<file path="config.mk">
export PLATFORM = sky130hd
export DESIGN_NAME = mem_stage_flat
export DESIGN_NICKNAME = d
export VERILOG_FILES = /design/src/rtl/mem_pkg.sv /design/src/rtl/mem_if.sv /design/src/rtl/mem_load_align.sv /design/src/rtl/mem_stage.sv /design/src/flat_wrapper.sv
export SDC_FILE = /design/constraint.sdc
export NUM_CORES = 1
export LEC_CHECK = 0
export ABC_AREA = 1
export CAP_MARGIN = 15
export CELL_PAD_IN_SITES_DETAIL_PLACEMENT = 1
export CELL_PAD_IN_SITES_GLOBAL_PLACEMENT = 1
export CORE_AREA = 5 5 181 183
export DETAILED_ROUTE_END_ITERATION = 8
export DIE_AREA = 0 0 186 188
export GPL_TIMING_DRIVEN = 0
export PLACE_DENSITY = 0.89
export REMOVE_ABC_BUFFERS = 1
export SETUP_SLACK_MARGIN = 0.2
export SLEW_MARGIN = 10
export SYNTH_ARGS = -nofsm -noshare
export SYNTH_HDL_FRONTEND = slang
export SYNTH_SLANG_ARGS = --single-unit
</file>
<file path="constraint.sdc">
create_clock -name clk -period 2 [get_ports clk]
set_input_delay 0.3 -clock clk [delete_from_list [all_inputs] [get_ports clk]]
set_output_delay 0.3 -clock clk [all_outputs]
set_load 0.02 [all_outputs]
</file>
<file path="src/rtl/mem_pkg.sv">
`default_nettype none
// ============================================================================
// Module      : mem_pkg
// Description : Shared types and helpers for the MEM pipeline stage:
//               register-file widths, memory access size encodings, the
//               stage FSM state type and the store lane/alignment helpers.
// Revision    : 1.0 - initial release
// ============================================================================
package mem_pkg;

    localparam int RegDataWidth = 32;
    localparam int RegAddrWidth = 5;

    // MemType encodings
    localparam logic [1:0] c_MEM_BYTE = 2'b00;
    localparam logic [1:0] c_MEM_HALF = 2'b01;
    localparam logic [1:0] c_MEM_WORD = 2'b10;

    typedef enum logic [0:0] {
        IDLE = 1'b0,
        BUSY = 1'b1
    } mem_state_t;

    // Byte enables for a store of the given size at the given byte offset.
    // Half accesses use only offset[1]; a misaligned half is truncated down.
    function automatic logic [3:0] store_be(input logic [1:0] mem_type,
                                            input logic [1:0] offset);
        case (mem_type)
            c_MEM_BYTE: store_be = 4'b0001 << offset;
            c_MEM_HALF: store_be = offset[1] ? 4'b1100 : 4'b0011;
            c_MEM_WORD: store_be = 4'b1111;
            default:    store_be = 4'b1111;
        endcase
    endfunction

    // Store data replicated across all lanes so the byte enables alone pick
    // the destination lane.
    function automatic logic [31:0] store_wdata(input logic [1:0]  mem_type,
                                                input logic [31:0] data);
        case (mem_type)
            c_MEM_BYTE: store_wdata = {4{data[7:0]}};
            c_MEM_HALF: store_wdata = {2{data[15:0]}};
            c_MEM_WORD: store_wdata = data;
            default:    store_wdata = data;
        endcase
    endfunction

    function automatic logic is_misaligned(input logic [1:0] mem_type,
                                           input logic [1:0] offset);
        case (mem_type)
            c_MEM_BYTE: is_misaligned = 1'b0;
            c_MEM_HALF: is_misaligned = offset[0];
            c_MEM_WORD: is_misaligned = (offset != 2'b00);
            default:    is_misaligned = (offset != 2'b00);
        endcase
    endfunction

endpackage
`default_nettype wire

</file>
<file path="src/rtl/mem_if.sv">
`default_nettype none
// ============================================================================
// Module      : mem_if
// Description : Data-memory request/acknowledge bus between the MEM stage
//               (master) and the data memory (slave).
//               mem_req/mem_we/mem_addr/mem_wdata/mem_be : master -> slave
//               mem_ack/mem_rdata                        : slave -> master
// Revision    : 1.0 - initial release
// ============================================================================
interface mem_if;
    logic        mem_req;
    logic        mem_we;
    logic [31:0] mem_addr;
    logic [31:0] mem_wdata;
    logic [3:0]  mem_be;
    logic        mem_ack;
    logic [31:0] mem_rdata;

    modport master (
        output mem_req, mem_we, mem_addr, mem_wdata, mem_be,
        input  mem_ack, mem_rdata
    );

    modport slave (
        input  mem_req, mem_we, mem_addr, mem_wdata, mem_be,
        output mem_ack, mem_rdata
    );
endinterface
`default_nettype wire

</file>
<file path="src/rtl/mem_load_align.sv">
`default_nettype none
// ============================================================================
// Module      : load_align
// Description : Combinational load data extraction. Picks the byte/half lane
//               addressed by the byte offset out of a 32-bit read word and
//               sign- or zero-extends it.
//               i_rdata    : raw word from memory
//               i_offset   : address bits [1:0]
//               i_mem_type : access size (byte/half/word)
//               i_signed   : 1 = sign-extend, 0 = zero-extend
//               o_data     : register-ready load result
// Revision    : 1.0 - initial release
// ============================================================================
module load_align
    import mem_pkg::*;
(
    input  wire logic [31:0]             i_rdata,
    input  wire logic [1:0]              i_offset,
    input  wire logic [1:0]              i_mem_type,
    input  wire logic                    i_signed,
    output logic      [RegDataWidth-1:0] o_data
);

    logic [7:0]  w_byte;
    logic [15:0] w_half;

    always_comb begin
        w_byte = 8'h00;
        case (i_offset)
            2'd0:    w_byte = i_rdata[7:0];
            2'd1:    w_byte = i_rdata[15:8];
            2'd2:    w_byte = i_rdata[23:16];
            default: w_byte = i_rdata[31:24];
        endcase
    end

    // offset[0] is ignored for halves: misaligned halves read the lower lane
    assign w_half = i_offset[1] ? i_rdata[31:16] : i_rdata[15:0];

    always_comb begin
        o_data = '0;
        case (i_mem_type)
            c_MEM_BYTE: o_data = {{24{i_signed & w_byte[7]}}, w_byte};
            c_MEM_HALF: o_data = {{16{i_signed & w_half[15]}}, w_half};
            default:    o_data = i_rdata;
        endcase
    end

endmodule
`default_nettype wire

</file>
<file path="src/rtl/mem_stage.sv">
`default_nettype none
// ============================================================================
// Module      : mem_stage
// Description : MEM pipeline stage. Non-memory ops retire one cycle after
//               acceptance. Loads/stores go IDLE -> BUSY, hold the memory
//               request stable until mem_ack, then retire the next cycle.
//               Ports:
//                 clk, rst (async, active-low)
//                 EX inputs   : valid_EX, data_out_EX, rdata_2_EX, target_EX,
//                               RegWrite_EX, we_hi, we_lo, hi_EX, lo_EX,
//                               is_Overflow, MemRead_EX, MemWrite_EX,
//                               MemType_EX, MemSigned_EX
//                 mem         : data-memory bus (mem_if.master)
//                 WB outputs  : valid_MEM, data_out_MEM, target_MEM,
//                               RegWrite_MEM, we_hi_MEM, we_lo_MEM, hi_MEM,
//                               lo_MEM, stall_MEM, addr_err
//               Optional feature macro: MEM_ALIGN_CHECK_EN - misaligned
//               half/word accesses are rejected with a one-cycle addr_err
//               retirement instead of being truncated.
// Revision    : 1.0 - initial release
// ============================================================================
module mem_stage
    import mem_pkg::*;
(
    input  wire logic                    clk,
    input  wire logic                    rst,

    input  wire logic                    valid_EX,
    input  wire logic [RegDataWidth-1:0] data_out_EX,
    input  wire logic [RegDataWidth-1:0] rdata_2_EX,
    input  wire logic [RegAddrWidth-1:0] target_EX,
    input  wire logic                    RegWrite_EX,
    input  wire logic                    we_hi,
    input  wire logic                    we_lo,
    input  wire logic [RegDataWidth-1:0] hi_EX,
    input  wire logic [RegDataWidth-1:0] lo_EX,
    input  wire logic                    is_Overflow,
    input  wire logic                    MemRead_EX,
    input  wire logic                    MemWrite_EX,
    input  wire logic [1:0]              MemType_EX,
    input  wire logic                    MemSigned_EX,

    mem_if.master                        mem,

    output logic                         valid_MEM,
    output logic      [RegDataWidth-1:0] data_out_MEM,
    output logic      [RegAddrWidth-1:0] target_MEM,
    output logic                         RegWrite_MEM,
    output logic                         we_hi_MEM,
    output logic                         we_lo_MEM,
    output logic      [RegDataWidth-1:0] hi_MEM,
    output logic      [RegDataWidth-1:0] lo_MEM,
    output logic                         stall_MEM,
    output logic                         addr_err
);

    mem_state_t r_state;
    mem_state_t w_state_next;
    logic       w_busy;

    logic w_accept;
    logic w_mem_op;
    logic w_misaligned;
    logic w_start_access;
    logic w_retire_now;
    logic w_ack_done;

    // Request latched at acceptance; drives the bus while BUSY
    logic [RegDataWidth-1:0] r_req_addr;
    logic [31:0]             r_req_wdata;
    logic [3:0]              r_req_be;
    logic                    r_req_we;
    logic                    r_req_read;
    logic [1:0]              r_req_type;
    logic                    r_req_signed;
    logic [RegAddrWidth-1:0] r_req_target;
    logic                    r_req_regwrite;
    logic                    r_req_we_hi;
    logic                    r_req_we_lo;
    logic [RegDataWidth-1:0] r_req_hi;
    logic [RegDataWidth-1:0] r_req_lo;

    // Retirement registers feeding WB/forwarding
    logic                    r_valid;
    logic [RegDataWidth-1:0] r_data_out;
    logic [RegAddrWidth-1:0] r_target;
    logic                    r_regwrite;
    logic                    r_we_hi;
    logic                    r_we_lo;
    logic [RegDataWidth-1:0] r_hi;
    logic [RegDataWidth-1:0] r_lo;
    logic                    r_addr_err;

    logic [RegDataWidth-1:0] w_load_data;

    assign w_accept   = (r_state == IDLE) && valid_EX;
    assign w_mem_op   = MemRead_EX || MemWrite_EX;
    assign w_ack_done = (r_state == BUSY) && mem.mem_ack;

`ifdef MEM_ALIGN_CHECK_EN
    assign w_misaligned = w_mem_op && is_misaligned(MemType_EX, data_out_EX[1:0]);
`else
    assign w_misaligned = 1'b0;
`endif

    // Overflow and rejected alignment both skip the bus entirely
    assign w_start_access = w_accept && w_mem_op && !is_Overflow && !w_misaligned;
    assign w_retire_now   = w_accept && !w_start_access;

    always_ff @(posedge clk or negedge rst) begin
        if (!rst) begin
            r_state <= IDLE;
        end else begin
            r_state <= w_state_next;
        end
    end

    always_comb begin
        w_state_next = r_state;
        w_busy       = 1'b0;
        case (r_state)
            IDLE: begin
                if (w_start_access) begin
                    w_state_next = BUSY;
                end
            end
            BUSY: begin
                w_busy = 1'b1;
                if (mem.mem_ack) begin
                    w_state_next = IDLE;
                end
            end
            default: w_state_next = IDLE;
        endcase
    end

    load_align u_load_align (
        .i_rdata    (mem.mem_rdata),
        .i_offset   (r_req_addr[1:0]),
        .i_mem_type (r_req_type),
        .i_signed   (r_req_signed),
        .o_data     (w_load_data)
    );

    always_ff @(posedge clk or negedge rst) begin
        if (!rst) begin
            r_req_addr     <= '0;
            r_req_wdata    <= '0;
            r_req_be       <= '0;
            r_req_we       <= 1'b0;
            r_req_read     <= 1'b0;
            r_req_type     <= '0;
            r_req_signed   <= 1'b0;
            r_req_target   <= '0;
            r_req_regwrite <= 1'b0;
            r_req_we_hi    <= 1'b0;
            r_req_we_lo    <= 1'b0;
            r_req_hi       <= '0;
            r_req_lo       <= '0;
            r_valid        <= 1'b0;
            r_data_out     <= '0;
            r_target       <= '0;
            r_regwrite     <= 1'b0;
            r_we_hi        <= 1'b0;
            r_we_lo        <= 1'b0;
            r_hi           <= '0;
            r_lo           <= '0;
            r_addr_err     <= 1'b0;
        end else begin
            // Write strobes pulse with valid so a retired op is written once
            r_valid    <= 1'b0;
            r_regwrite <= 1'b0;
            r_we_hi    <= 1'b0;
            r_we_lo    <= 1'b0;
            r_addr_err <= 1'b0;

            if (w_accept) begin
                r_req_addr     <= data_out_EX;
                r_req_wdata    <= store_wdata(MemType_EX, rdata_2_EX);
                r_req_be       <= store_be(MemType_EX, data_out_EX[1:0]);
                r_req_we       <= MemWrite_EX;
                r_req_read     <= MemRead_EX;
                r_req_type     <= MemType_EX;
                r_req_signed   <= MemSigned_EX;
                r_req_target   <= target_EX;
                r_req_regwrite <= RegWrite_EX;
                r_req_we_hi    <= we_hi;
                r_req_we_lo    <= we_lo;
                r_req_hi       <= hi_EX;
                r_req_lo       <= lo_EX;

                if (w_retire_now) begin
                    r_valid    <= 1'b1;
                    r_data_out <= data_out_EX;
                    r_target   <= target_EX;
                    r_regwrite <= RegWrite_EX && !is_Overflow && !w_misaligned;
                    r_we_hi    <= we_hi;
                    r_we_lo    <= we_lo;
                    r_hi       <= hi_EX;
                    r_lo       <= lo_EX;
                    r_addr_err <= w_misaligned;
                end
            end else if (w_ack_done) begin
                r_valid    <= 1'b1;
                r_data_out <= r_req_read ? w_load_data : r_req_addr;
                r_target   <= r_req_target;
                r_regwrite <= r_req_regwrite;
                r_we_hi    <= r_req_we_hi;
                r_we_lo    <= r_req_we_lo;
                r_hi       <= r_req_hi;
                r_lo       <= r_req_lo;
            end
        end
    end

    // Request is a decode of the state register, so reset drops it at once
    assign mem.mem_req   = w_busy;
    assign mem.mem_we    = r_req_we;
    assign mem.mem_addr  = {r_req_addr[31:2], 2'b00};
    assign mem.mem_wdata = r_req_wdata;
    assign mem.mem_be    = r_req_be;

    assign stall_MEM    = w_busy;
    assign valid_MEM    = r_valid;
    assign data_out_MEM = r_data_out;
    assign target_MEM   = r_target;
    assign RegWrite_MEM = r_regwrite;
    assign we_hi_MEM    = r_we_hi;
    assign we_lo_MEM    = r_we_lo;
    assign hi_MEM       = r_hi;
    assign lo_MEM       = r_lo;
    assign addr_err     = r_addr_err;

endmodule
`default_nettype wire

</file>
<file path="src/flat_wrapper.sv">
// flat-port wrapper written by rule: the top's interface ports become plain ports
module mem_stage_flat import mem_pkg::*;
  (clk, rst, valid_EX, data_out_EX, rdata_2_EX, target_EX, RegWrite_EX, we_hi, we_lo, hi_EX, lo_EX, is_Overflow, MemRead_EX, MemWrite_EX, MemType_EX, MemSigned_EX, valid_MEM, data_out_MEM, target_MEM, RegWrite_MEM, we_hi_MEM, we_lo_MEM, hi_MEM, lo_MEM, stall_MEM, addr_err, mem_mem_req, mem_mem_we, mem_mem_addr, mem_mem_wdata, mem_mem_be, mem_mem_ack, mem_mem_rdata);
  mem_if mem_i ();
  input  wire logic clk;
  input  wire logic rst;
  input  wire logic valid_EX;
  input  wire logic [RegDataWidth-1:0] data_out_EX;
  input  wire logic [RegDataWidth-1:0] rdata_2_EX;
  input  wire logic [RegAddrWidth-1:0] target_EX;
  input  wire logic RegWrite_EX;
  input  wire logic we_hi;
  input  wire logic we_lo;
  input  wire logic [RegDataWidth-1:0] hi_EX;
  input  wire logic [RegDataWidth-1:0] lo_EX;
  input  wire logic is_Overflow;
  input  wire logic MemRead_EX;
  input  wire logic MemWrite_EX;
  input  wire logic [1:0] MemType_EX;
  input  wire logic MemSigned_EX;
  output logic valid_MEM;
  output logic      [RegDataWidth-1:0] data_out_MEM;
  output logic      [RegAddrWidth-1:0] target_MEM;
  output logic RegWrite_MEM;
  output logic we_hi_MEM;
  output logic we_lo_MEM;
  output logic      [RegDataWidth-1:0] hi_MEM;
  output logic      [RegDataWidth-1:0] lo_MEM;
  output logic stall_MEM;
  output logic addr_err;
  output wire logic [$bits(mem_i.mem_req)-1:0] mem_mem_req;
  output wire logic [$bits(mem_i.mem_we)-1:0] mem_mem_we;
  output wire logic [$bits(mem_i.mem_addr)-1:0] mem_mem_addr;
  output wire logic [$bits(mem_i.mem_wdata)-1:0] mem_mem_wdata;
  output wire logic [$bits(mem_i.mem_be)-1:0] mem_mem_be;
  input wire logic [$bits(mem_i.mem_ack)-1:0] mem_mem_ack;
  input wire logic [$bits(mem_i.mem_rdata)-1:0] mem_mem_rdata;
  assign mem_mem_req = mem_i.mem_req;
  assign mem_mem_we = mem_i.mem_we;
  assign mem_mem_addr = mem_i.mem_addr;
  assign mem_mem_wdata = mem_i.mem_wdata;
  assign mem_mem_be = mem_i.mem_be;
  assign mem_i.mem_ack = mem_mem_ack;
  assign mem_i.mem_rdata = mem_mem_rdata;
  mem_stage u_core (.clk(clk), .rst(rst), .valid_EX(valid_EX), .data_out_EX(data_out_EX), .rdata_2_EX(rdata_2_EX), .target_EX(target_EX), .RegWrite_EX(RegWrite_EX), .we_hi(we_hi), .we_lo(we_lo), .hi_EX(hi_EX), .lo_EX(lo_EX), .is_Overflow(is_Overflow), .MemRead_EX(MemRead_EX), .MemWrite_EX(MemWrite_EX), .MemType_EX(MemType_EX), .MemSigned_EX(MemSigned_EX), .mem(mem_i), .valid_MEM(valid_MEM), .data_out_MEM(data_out_MEM), .target_MEM(target_MEM), .RegWrite_MEM(RegWrite_MEM), .we_hi_MEM(we_hi_MEM), .we_lo_MEM(we_lo_MEM), .hi_MEM(hi_MEM), .lo_MEM(lo_MEM), .stall_MEM(stall_MEM), .addr_err(addr_err));
endmodule
</file>
**Yosys cells after proc, flatten, opt, wreduce, memory -nomap -nowiden**

Cells that the tools add are included.

- Register bits: 251
- Input bits: 178
- Output and inout bits: 177
- Logic and storage cells: 80

- Equal/unequal tests: 5
- Shifts and indexed selects: 1
- Mux-type cells: 35
- Bitwise logic cells: 3
- Reduce and logical (&&, ||, !) cells: 14

Operators with widths:

| operator | count |
|---|---|
| 32-bit 2-to-1 mux | 10 |
| 32-bit case mux with 2 select lines | 2 |
| 8-bit case mux with 3 select lines | 1 |
| 16-bit 2-to-1 mux | 1 |
| 1-bit 2-to-1 mux | 15 |
| 5-bit 2-to-1 mux | 3 |
| 4-bit case mux with 2 select lines | 1 |
| 2-bit by 1-bit == test with 1-bit output (second input constant) | 3 |
| 1-bit logical AND | 6 |
| 2-bit zero test | 3 |
| 4-bit 2-to-1 mux | 1 |
| 1-bit by 2-bit left shift with 4-bit output (first input constant) | 1 |
| 1-bit AND | 2 |
| 2-bit == test (second input constant) | 1 |
| 1-bit zero test | 2 |
| 2-bit != test (second input constant) | 1 |
| 1-bit case mux with 2 select lines | 1 |
| 2-bit AND reduction | 1 |
| 2-bit nonzero test | 1 |
| 1-bit logical OR | 1 |
| 1-bit inverter | 1 |

**Depth between registers and ports, before layout**

- Depth after elaboration: 8
- Gate-level depth with buffers: 11
- Mapped depth without buffers: 11

**Modules after synthesis**

A second synthesis with hierarchy kept.

- Cells, all modules: 1480
- Area total of the unflattened synthesis: 11448.5 um^2

By module, submodules not included:

| module | instances | cells an instance | area each (um^2) | seq. area each (um^2) |
|---|---|---|---|---|
| mem_stage | 1 | 1324 | 10715.3 | 6281.0 |
| load_align | 1 | 156 | 733.2 | 0.0 |

**Least setup slack after synthesis**

Ideal clock, no wire load.

- Path type: flip-flop to flip-flop
- From: reg u_core.r_state
- To: reg u_core.r_data_out[14], in the netlist u_core.data_out_MEM[14]
- Setup time: 0.120 ns
- Arrival time: 1.365 ns
- Required time: 1.880 ns
- Setup slack: 0.515 ns
- Stages on the path, launching flop included: 9
- Buffers on the path: 2
- Clock period less this slack: 1.485 ns
- Cell sequence: dfrtp_1 > nor2_4 > o211ai_4 > nand2_2 > nand2_2 > buf_6 > buf_2 > nor2_1 > a21oi_2

- Word-level cells in the longest chain between the ends: 8
- Elaborated cells between the ends (all ways): 11
- Those cells by class: eq/ne (1); mux (1); bitwise (1); reduce/logical (8)

Ends and longest elaborated chain:

| what | RTL line | RTL |
|---|---|---|
| from (decl) | mem_stage.sv:57 | `mem_state_t r_state;` |
| from (signal assigned) | mem_stage.sv:114 | `r_state <= w_state_next;` |
| 1-bit inverter | mem_stage.sv:96 | `assign w_accept = (r_state == IDLE) && valid_EX;` |
| 1-bit logical AND | mem_stage.sv:96 |  |
| 1-bit logical AND (2 in a row) | mem_stage.sv:107 | `assign w_start_access = w_accept && w_mem_op && !is_Overflow && !w_misaligned;` |
| 1-bit zero test | mem_stage.sv:108 | `assign w_retire_now = w_accept && !w_start_access;` |
| 1-bit logical AND | mem_stage.sv:108 |  |
| 2-bit != test (no source line) | -- |  |
| 2-bit AND reduction (no source line) | -- |  |
| to (signal assigned) | mem_stage.sv:194 | `r_data_out <= data_out_EX;` |
| to (signal assigned) | mem_stage.sv:205 | `r_data_out <= r_req_read ? w_load_data : r_req_addr;` |
| to (decl) | mem_stage.sv:85 | `logic [RegDataWidth-1:0] r_data_out;` |

Several ways; a longest one is shown, not always the timed one.
A chain may end at the register's enable or synchronous reset.

**Worst setup path in the final report**

- From: in MemType_EX[1]
- To: reg u_core.r_req_wdata[16], in the netlist u_core.mem.mem_wdata[16]

- Word-level cells in the longest chain between the ends: 2
- Elaborated cells between the ends (all ways): 3
- Those cells by class: eq/ne (1); mux (1); reduce/logical (1)

Ends and longest elaborated chain:

| what | RTL line | RTL |
|---|---|---|
| from (decl) | flat_wrapper.sv:19 | `input wire logic [1:0] MemType_EX;` |
| 2-bit by 1-bit == test with 1-bit output or 2-bit zero test (tied branches) | mem_pkg.sv:40 | `case (mem_type)` |
| 32-bit case mux with 2 select lines * | mem_pkg.sv:40 |  |
| to (signal assigned) | mem_stage.sv:179 | `r_req_wdata <= store_wdata(MemType_EX, rdata_2_EX);` |
| to (decl) | mem_stage.sv:70 | `logic [31:0] r_req_wdata;` |

Every way passes the cells marked *; elsewhere a longest branch is shown, timed or not.

==> flow_summary.yaml <==
timing:
  postLayoutSetupSlackWorst_ns: 0.126
  timing_max_transition_violations_final: 0
  setup_violations: 0
  final_clock_skew_ns: 0.0218
  max_freq_mhz: 534
  rsz0062_at_grt: "true"
  hold_viol: 0
  max_slew_margin: 0.354
  tightest_pin_transition_ns: 0.969
  timing.final.crit_share: 0.937
  period_minus_slack_ns: 1.87
drt:
  route.antenna.remaining_nets: 0
  route.vias.total: 11400
  detail_route.iter0.violations: 791
  drt-total-wl_um: 52600
  drt-vias-per-instance: 5.44
  drc_violations: 0
  dr.pass1.iters: 5
  wl_per_cell_um: 25.1
critical_path:
  cpLargestDelayFamily: "buffers and inverters"
  cp.buffers_inverters: 3
  cp_num_cells: 7
  critical_path_rt_ns: 2.49
  timing.critical_path.slowest_stage_cell: "sky130_fd_sc_hd__dlygate4sd2_1"
  largest_stage_delay_on_the_critical_path_ns: 0.84
  worstSetupStartpointType: "input pin"
  critPathKind: "in2reg"
  cp_max_fo: 20
  crit_path_frequent_cell: "sky130_fd_sc_hd__nand2_1"
  crit_path_arrival_time_ns: 2.37
  worstRegToRegCells: 10
  worstSetupEndpointType: "flip-flop"
  cp_cell_sequence: "dlygate4sd2_1 > clkinv_2 > nor2_1 > inv_1 > nand2_1 > o21ai_0 > nand2_1"
yosys:
  synthDistinctLibCells: 33
  seq_area_frac_synth: 0.556
  ys_ff_latch: 251
  yosysWarningCount: 0
  syn-cell-area_um2: 11300
  number_of_instances_in_the_synthesized_netlist: 1330
  post_synth.cell_area_avg_um2: 8.49
pwr:
  ir_worst_vdd_mv: 0.972
  powerDensity_nw_per_um2: 1120
  total_leakage_power_nw: 8.04
place:
  gp_congestion: 0.826
  placed_area_um2: 14900
  pre_cts_slack_ns: -1.04
  place.detailed.hpwl_um: 29700
  portBuffers: 351
flow_run:
  drv.max_cap_violation_count: 0
clocking:
  clk_path_buf_depth: 3
  cts_tree: "built"
  cts.sink_count: 251
  insertion_delay_to_the_later_sink_of_the_worst_skew_pair_ns: 0.56
  clkTransAtPathRegs_ns: 0.07
  cts_max_level: 1
  root_buffer: "sky130_fd_sc_hd__clkbuf_16"
  cts_inserted_buffers: 28
layout:
  total_of_fill_cells_in_the_finished_design: 3569
  nNetsFinal: 1848
  syn2layout_area_growth_pct: 47.1
  design_area_um2: 16600
  layout.cells.most_common_list: "432 x sky130_fd_sc_hd__nand2_1, 247 x sky130_fd_sc_hd__dfrtp_1, 176 x sky130_fd_sc_hd__clkdlybuf4s50_1, 173 x sky130_fd_sc_hd__dlygate4sd2_1, 137 x sky130_fd_sc_hd__nor2_1"
  final_layout_size_suffix_gt1_frac: 0.105
  layout_commonest_cell: "sky130_fd_sc_hd__nand2_1"
grt:
  grt.overflow.total: 0
  grt_pass1_vias: 12400
  grt_antenna_before_repair: 5
  groute.usage.overall: 0.273
  largest_net_degree_at_the_start_of_global_routing: 102
  grt_pass1_wl_um: 74100
die:
  start_util: 0.363
  core_area_um2: 31100
  die-width_um: 186
  ios: 355
  num_rows: 65
  fp.dieArea_um2: 35000
  die_height_um: 188
hold_path:
  min_delay_path_depth: 3
  worstHoldPathType: "in2reg"
status:
  run_status: "completed"
==> Yosys cell counts <==
library cell / count / area share
sky130_fd_sc_hd__inv_2: 2 / 0.00067
sky130_fd_sc_hd__buf_2: 36 / 0.016
sky130_fd_sc_hd__buf_8: 1 / 0.0013
sky130_fd_sc_hd__nor2_1: 139 / 0.046
sky130_fd_sc_hd__o21ai_0: 58 / 0.026
sky130_fd_sc_hd__nand3_1: 36 / 0.016
sky130_fd_sc_hd__a211oi_1: 1 / 0.00067
sky130_fd_sc_hd__o211ai_4: 1 / 0.0019
sky130_fd_sc_hd__clkinv_1: 3 / 0.0010
sky130_fd_sc_hd__dfrtp_1: 251 / 0.56
sky130_fd_sc_hd__nor2_2: 18 / 0.010
sky130_fd_sc_hd__o21bai_1: 1 / 0.00067
sky130_fd_sc_hd__o211ai_1: 2 / 0.0013
sky130_fd_sc_hd__a21boi_0: 6 / 0.0040
sky130_fd_sc_hd__nand3_2: 2 / 0.0018
sky130_fd_sc_hd__nor2_4: 2 / 0.0020
sky130_fd_sc_hd__nand3b_1: 4 / 0.0027
sky130_fd_sc_hd__a31oi_1: 78 / 0.043
sky130_fd_sc_hd__nand2_1: 437 / 0.15
sky130_fd_sc_hd__nand4_1: 3 / 0.0017
sky130_fd_sc_hd__inv_1: 77 / 0.026
sky130_fd_sc_hd__inv_6: 1 / 0.00078
sky130_fd_sc_hd__o21a_1: 1 / 0.00067
sky130_fd_sc_hd__nand2_2: 2 / 0.0011
sky130_fd_sc_hd__a21oi_2: 17 / 0.013
sky130_fd_sc_hd__buf_4: 52 / 0.035
sky130_fd_sc_hd__mux2i_1: 1 / 0.00089
sky130_fd_sc_hd__clkbuf_1: 14 / 0.0047
sky130_fd_sc_hd__a21oi_1: 76 / 0.034
sky130_fd_sc_hd__buf_6: 5 / 0.0050
sky130_fd_sc_hd__o22ai_1: 1 / 0.00055
sky130_fd_sc_hd__o21ai_1: 1 / 0.00044
sky130_fd_sc_hd__conb_1: 1 / 0.00033
==> per-layer routing <==
metal,up-vias,part of all wire,GRT usage
li1,4942,-,-
met1,5687,0.36,0.313
met2,574,0.49,0.476
met3,174,0.094,0.0815
met4,8,0.050,0.102
met5,-,0.0010,0
==> power breakdown <==
| group | internal, mW | switching [mW] |
|---|---|---|
| combinational | 2.31 | 3.90 |
| sequential | 6.17 | 0.683 |
| clock | 3.37 | 2.23 |
==> flip-flops by register name, indices dropped and copies added (netlist names), 2 cells and up <==
name,flops
u_core.lo_MEM,32
u_core.mem.mem_wdata,32
u_core.target_MEM,5
u_core.data_out_MEM,32
u_core.r_req_target,5
u_core.mem.mem_be,4
u_core.r_req_lo,32
u_core.r_req_hi,32
u_core.r_req_type,2
u_core.hi_MEM,32
u_core.r_req_addr,32
==> through the flow <==
step	setup TNS [ns]	hold slack, ns	std cells	power, mW	util
after global routing	0	0.311	2093	19.5	0.534
after CTS	0	0.274	2068	18.4	0.523
final	0	0.310	2094	18.7	0.535
after global placement	-3995.13	0.449	1977	12.7	0.470
after floorplan	-637.18	0.00441	1224	9.67	-
after detailed placement	-139.62	0.338	1988	12.9	0.480
==> tightest hold or removal path, cell delays in order <==
cell                              delay [ns]
sky130_fd_sc_hd__clkdlybuf4s50_1        0.39
sky130_fd_sc_hd__nand2_1                0.08
sky130_fd_sc_hd__nand2_1                0.05
==> path summary, 6_finish.rpt <==
kind	end	slack (ns)	startpoint
min in group asynchronous	u_core.r_req_we_lo$_DFFE_PN0P_	0.33	rst
worst min-delay path	u_core.r_req_target[0]$_DFFE_PN0P_	0.31	target_EX[0]
worst min register to register	u_core.r_req_lo[0]$_DFFE_PN0P_	0.47	u_core.r_req_lo[0]$_DFFE_PN0P_
worst max register to register	u_core.mem.mem_wdata[16]$_DFFE_PN0P_	0.14	u_core.r_state$_DFF_PN0_
worst max-delay path	u_core.mem.mem_wdata[16]$_DFFE_PN0P_	0.13	MemType_EX[1]
max in group asynchronous	u_core.r_req_hi[1]$_DFFE_PN0P_	0.71	rst
==> timing repair <==
action | 4_1_cts | 5_1_grt
pin swaps | 7 | 6
buffers inserted | 16 | 16
gates resized for setup | 212 | 20
hold buffers | 1 | 0
hold endpoints to repair | 75 | 0
gates cloned | 13 | 8
endpoints found under the setup margin | 399 | 122
==> layout make-up <==
cell class                 count  area, µm²  area share
sequential                   251       6290       0.379
multi-input combinational    898       4220       0.254
timing repair buffer         407       4220       0.254
clock buffer                  39        823      0.0496
tap                          402        503      0.0303
inverter                      83        363      0.0218
clock inverter                11        166      0.0100
timing repair inverter         1       16.3    0.000979
antenna                        2       5.00    0.000301
==> cell families (layout without fill, tap and decap cells) <==
family                 count (synthesis)  in the layout  share of synthesized area
and+or+nand+nor                      643            651                      0.227
DFF                                  251            251                      0.556
AOI/OAI and AO/OA                    243            243                      0.126
buffers and inverters                191            541                     0.0896
other                                  1              5                   0.000332
muxes                                  1              1                   0.000887
Power figures use the tool's default switching activity.
==> patch 1: new RTL, same settings <==
Reset style: synchronous (`rst`), changed in 2 clocked blocks. Comments in the files are not updated.
--- a/src/rtl/mem_stage.sv
+++ b/src/rtl/mem_stage.sv
@@ -107,7 +107,7 @@
     assign w_start_access = w_accept && w_mem_op && !is_Overflow && !w_misaligned;
     assign w_retire_now   = w_accept && !w_start_access;
 
-    always_ff @(posedge clk or negedge rst) begin
+    always_ff @(posedge clk) begin
         if (!rst) begin
             r_state <= IDLE;
         end else begin
@@ -142,7 +142,7 @@
         .o_data     (w_load_data)
     );
 
-    always_ff @(posedge clk or negedge rst) begin
+    always_ff @(posedge clk) begin
         if (!rst) begin
             r_req_addr     <= '0;
             r_req_wdata    <= '0;
Function: differs if rst is asserted again (counterexample within 4 cycles, from zero or initial values and one cycle with rst low); with rst held inactive, the same outputs for 4 cycles.
==> patch 1 against the unedited design <==
Synthesized area down 5.6%; critical path depth up 3; final area down 7.8%; fmax up 7.4%; setup slack better by 130 ps; routed wire length down 15%; global-route usage down 2.7 points; sequential cell count unchanged; largest cell class unchanged; highest routed layer unchanged.
Power is not compared: it rests on default switching activity, and its combinational part moved more than twofold at a synthesized area within 25%.
==> patch 1: results (changes against the unedited design) <==
synth-async-reset-ratio_pct: 0  # -100 points
grt_use_met2_pct: 42.8  # -4.8 points
grt_pass1_wl_um: 68600  # -7.5%
grt_start_max_net_pins: 74  # -27%
via_per_inst: 5.06  # -6.9%
r2r_slack_ps: 260  # +120 ps
hold_slack_ps: 227  # -82.7 ps
grt_use_met3_pct: 6.03  # -2.1 points
cts_made_buffers: 28  # unchanged
worstSetupPathType: "reg2reg"
num_vias: 11300  # -0.64%
synthDistinctLibCells: 28  # -15%
placed_area_um2: 14200  # -5.0%
dr.first_iter.drc_count: 475  # -40%
worstRegToRegCells: 10  # unchanged
fin_nets: 1991  # +7.7%
min_from: "rst"
post-place-ws_ps: -1290  # -252 ps
syn_area_per_cell_um2: 6.97  # -18%
io_buffers: 351  # unchanged
use_met1_pct: 28.7  # -2.6 points
path_max_fanout: 14  # -30%
grt_pass1_vias: 12400  # -0.19%
min_to: "u_core.lo_MEM[1]$_SDFFE_PN0P_"
routed_wl_um: 44700  # -15%
antenna_cells: 0  # -2
fin_skew_ps: 7.74  # -14.1 ps
drive_above_1_share_pct: 5.40  # -5.1 points
ys.flop_type: "dfxtp_1"
status: "completed"
r2r_end: "u_core.lo_MEM[8]$_SDFFE_PN0P_"
worst_pin_slew_ps: 657  # -313 ps
synth_common_cells: "nand2_1, dfxtp_1, a21oi_1, inv_1, nor2_1"
arrival_ps: 2180  # -190 ps
layout_setup_ws_ps: 256  # +130 ps
synth_area_leaders: "dfxtp_1, nand2_1, a21oi_1, o21ai_0, inv_1"
track_usage_pct: 24.5  # -2.7 points
fillCellCount: 3885  # +8.9%
place_congestion: 0.795  # -3.8%
antenna_found_initial: 1  # -4
rr_startpoint: "u_core.r_state$_SDFF_PN0_"
patch 1: timing repair:
| item | 4_1_cts | 5_1_grt |
|---|---|---|
| buffers inserted | 7 | 5 |
| cloned | 10 | 1 |
| setup endpoints to repair | 366 | 75 |
| pin swaps | 4 | 2 |
| resized for setup | 197 | 24 |
patch 1: metrics by stage:
stage / utilization, % / power (mW)
global placement: 44.9 / 8.56
global route: 49.3 / 14.2
finish: 49.3 / 13.5
detailed placement: 45.6 / 8.69
floorplan: - / 7.11
CTS: 48.9 / 13.6
patch 1: kinds of logic after synthesis:
family	after synthesis	share of synthesized area, %
compound gates	345	16.6
buf+inv	269	11.8
flops	251	47.1
other cells	1	0.0352
simple gates	664	24.5
patch 1: metal layers:
layer,routed length [um],up-vias
met5,13,-
met2,21700,358
met1,17800,5467
met3,3160,113
li1,-,5372
met4,2020,2
patch 1: critical path: stages (launching register included):
cell and delay (ps):
dfxtp_4 390, inv_8 100, nand2_8 70, nor2_4 110
nand2_2 110, nand2_8 140, nand2_8 140, buf_12 180
buf_16 150, o21ai_0 170, a21oi_1 60
patch 1: power breakdown:
group	internal (mW)	total [mW]	switching, mW	leakage (nW)
clock	2.77	4.87	2.10	0.417
sequential	5.42	5.66	0.231	2.07
combinational	1.17	2.99	1.82	5.04
total	9.36	13.5	4.15	7.53
patch 1: area by class of cell:
cell class	instances	area, um2	share of cell area [%]
sequential	251	5040	32.9
multi-input combinational	1016	4520	29.5
timing repair buffer	377	3820	25.0
clock buffer	44	811	5.30
inverter	138	553	3.61
tap	402	503	3.29
clock inverter	6	43.8	0.286
timing repair inverter	1	16.3	0.106
==> patch 2: new RTL, config.mk and constraints unchanged <==
Without the edit above. The package constant `RegAddrWidth` goes from 5 to 6.
--- a/src/rtl/mem_pkg.sv
+++ b/src/rtl/mem_pkg.sv
@@ -9,7 +9,7 @@
 package mem_pkg;
 
     localparam int RegDataWidth = 32;
-    localparam int RegAddrWidth = 5;
+    localparam int RegAddrWidth = 6;
 
     // MemType encodings
     localparam logic [1:0] c_MEM_BYTE = 2'b00;
Ports: changed (resized target_EX and target_MEM); port bits go from 355 to 357. The function was not compared with the original's and may differ.
==> patch 2 against the unedited design <==
The run now ends with negative setup slack left; setup slack worse by 240 ps; synthesized cell count up 0.38%; synthesized area shrank 1.0%; routed wire length increased by 10%; sequential cell count rose by 2; highest routed layer unchanged; count of clock-buffer cells in the layout grew 2; total power increased by 7.5%; critical endpoint is now u_core.lo_MEM[13]$_DFFE_PN0P_; via count up 4.1%; final area is 11% higher.
==> patch 2: results (changes against the unedited design) <==
setup_viol: 17  # +17
io_buffers: 353  # +0.57%
drt_pass1_iterations: 6  # +1
place_congestion: 0.833  # +0.85%
combPwrFrac_pct: 37.9  # +4.6 points
dr.first_iter.drc_count: 808  # +2.1%
violations: "negative setup slack"
ys.flop_type: "dfrtp_1"
clkSlewWorstSetupHoldPaths_ps: 70  # about the same
htreeDepth: 1  # unchanged
status: "finished, violations left"
p_seq_mw: 7.11  # +3.8%
synth_common_cells: "nand2_1, dfrtp_1, nor2_1, a21oi_1, inv_1"
endpoint_kind: "flop"
hpwl_um: 28400  # -4.6%
cts_buffer_depth: 3  # unchanged
fillCellCount: 3437  # -3.7%
wl_met3_um: 4430  # -10%
grt_start_max_net_pins: 87  # -15%
synth.top_cell.area_share_pct: 56.7  # +1.0 points
use_met1_pct: 33.5  # +2.2 points
drive_above_1_share_pct: 18.2  # +7.8 points
placed_area_um2: 14800  # -0.50%
maxUsedRoutingLayer: "met5"
r2r_end: "u_core.lo_MEM[13]$_DFFE_PN0P_"
track_usage_pct: 29.4  # +2.1 points
fin_nets: 1891  # +2.3%
grt_use_met2_pct: 50.4  # +2.8 points
grt_pass1_wl_um: 78900  # +6.5%
p_leak_nw: 8.57  # +6.5%
num_vias: 11900  # +4.1%
crit_start: "u_core.r_state$_DFF_PN0_"
layout_setup_ws_ps: -113  # -239 ps
p_int_mw: 12.3  # +3.6%
synth_area_leaders: "dfrtp_1, nand2_1, nor2_1, a31oi_1, a21oi_1"
grt_pass1_vias: 13000  # +4.6%
setup_tns_ps: -649  # -649 ps
ir_drop_uv: 743  # -24%
hold_class: "in2async"
cts-root-buf: "clkbuf_16"
wl_per_cell_um: 27.0  # +7.5%
grt_use_met3_pct: 7.27  # -0.87 points
wl_met1_um: 20800  # +8.6%
dr_wl_met2_um: 28700  # +11%
synth-async-reset-ratio_pct: 100  # unchanged
cts_made_buffers: 28  # unchanged
yosysSeqAreaShare_pct: 56.7  # +1.0 points
fin_skew_ps: 31.7  # +9.88 ps
max_slew_margin_pct: 62.4  # +27 points
clk_latency_ps: 570
cap_violations: 0  # unchanged
worstRegToRegCells: 12  # +2
antenna_found_initial: 12  # +7
yosysWarnings: 0  # unchanged
path_max_fanout: 8  # -60%
synthDistinctLibCells: 30  # -9.1%
-- patch 2: changes by cell type after synthesis, moves of 2 or more --
cell      change
nor2_2       -18
buf_2         +9
nor2_1       +17
inv_1         +2
o21ai_0       +5
a21oi_1      +16
clkinv_1      -2
dfrtp_1       +2
a21oi_2      -17
buf_6         -3
clkbuf_1      +9
buf_4        -15
-- patch 2: final cells by class --
type / instances / share of cell area (%)
tap: 402 / 2.73
inverter: 83 / 2.04
timing repair inverter: 8 / 0.787
multi-input combinational: 896 / 27.8
sequential: 253 / 34.4
antenna: 10 / 0.136
clock inverter: 10 / 0.563
timing repair buffer: 442 / 27.0
clock buffer: 41 / 4.50
-- patch 2: stage by stage --
stage	std cells	worst slack (ps)	hold WS [ps]	total power [mW]	utilization, %
after floorplan	1229	-4000	4.41	9.65	-
after global placement	1984	-10530	449	12.6	47.0
after detailed placement	1993	-1370	356	12.9	47.8
after CTS	2107	56.3	279	18.9	55.4
after global routing	2145	-142	287	20.9	59.3
final	2145	-113	260	20.1	59.3
-- patch 2: what timing repair did --
action | in CTS | in global routing
gates resized for setup | 320 | 177
hold endpoints to repair | 85 | 0
endpoints found under the setup margin | 417 | 179
buffers inserted | 32 | 14
hold buffers | 1 | 0
pin swaps | 29 | 29
cloned | 30 | 14
-- patch 2: kinds of logic after synthesis --
kind of cell           after synthesis  share of synthesized area (%)
and+or+nand+nor                    642                           22.6
DFF                                253                           56.7
AOI/OAI and AO/OA                  247                           12.3
buffers and inverters              191                           8.33
muxes                                1                         0.0896
other                                1                         0.0336
-- patch 2: worst max-delay path, cell delays in order (launching register included) --
cell and delay [ps]:
dfrtp_2 460, nor2_4 150, clkbuf_16 150, buf_16 110, buf_6 100, nand2_4 60, nand2_8 90, buf_12 110
buf_4 200, buf_6 150, buf_16 170, nor2_2 50, a31oi_1 190
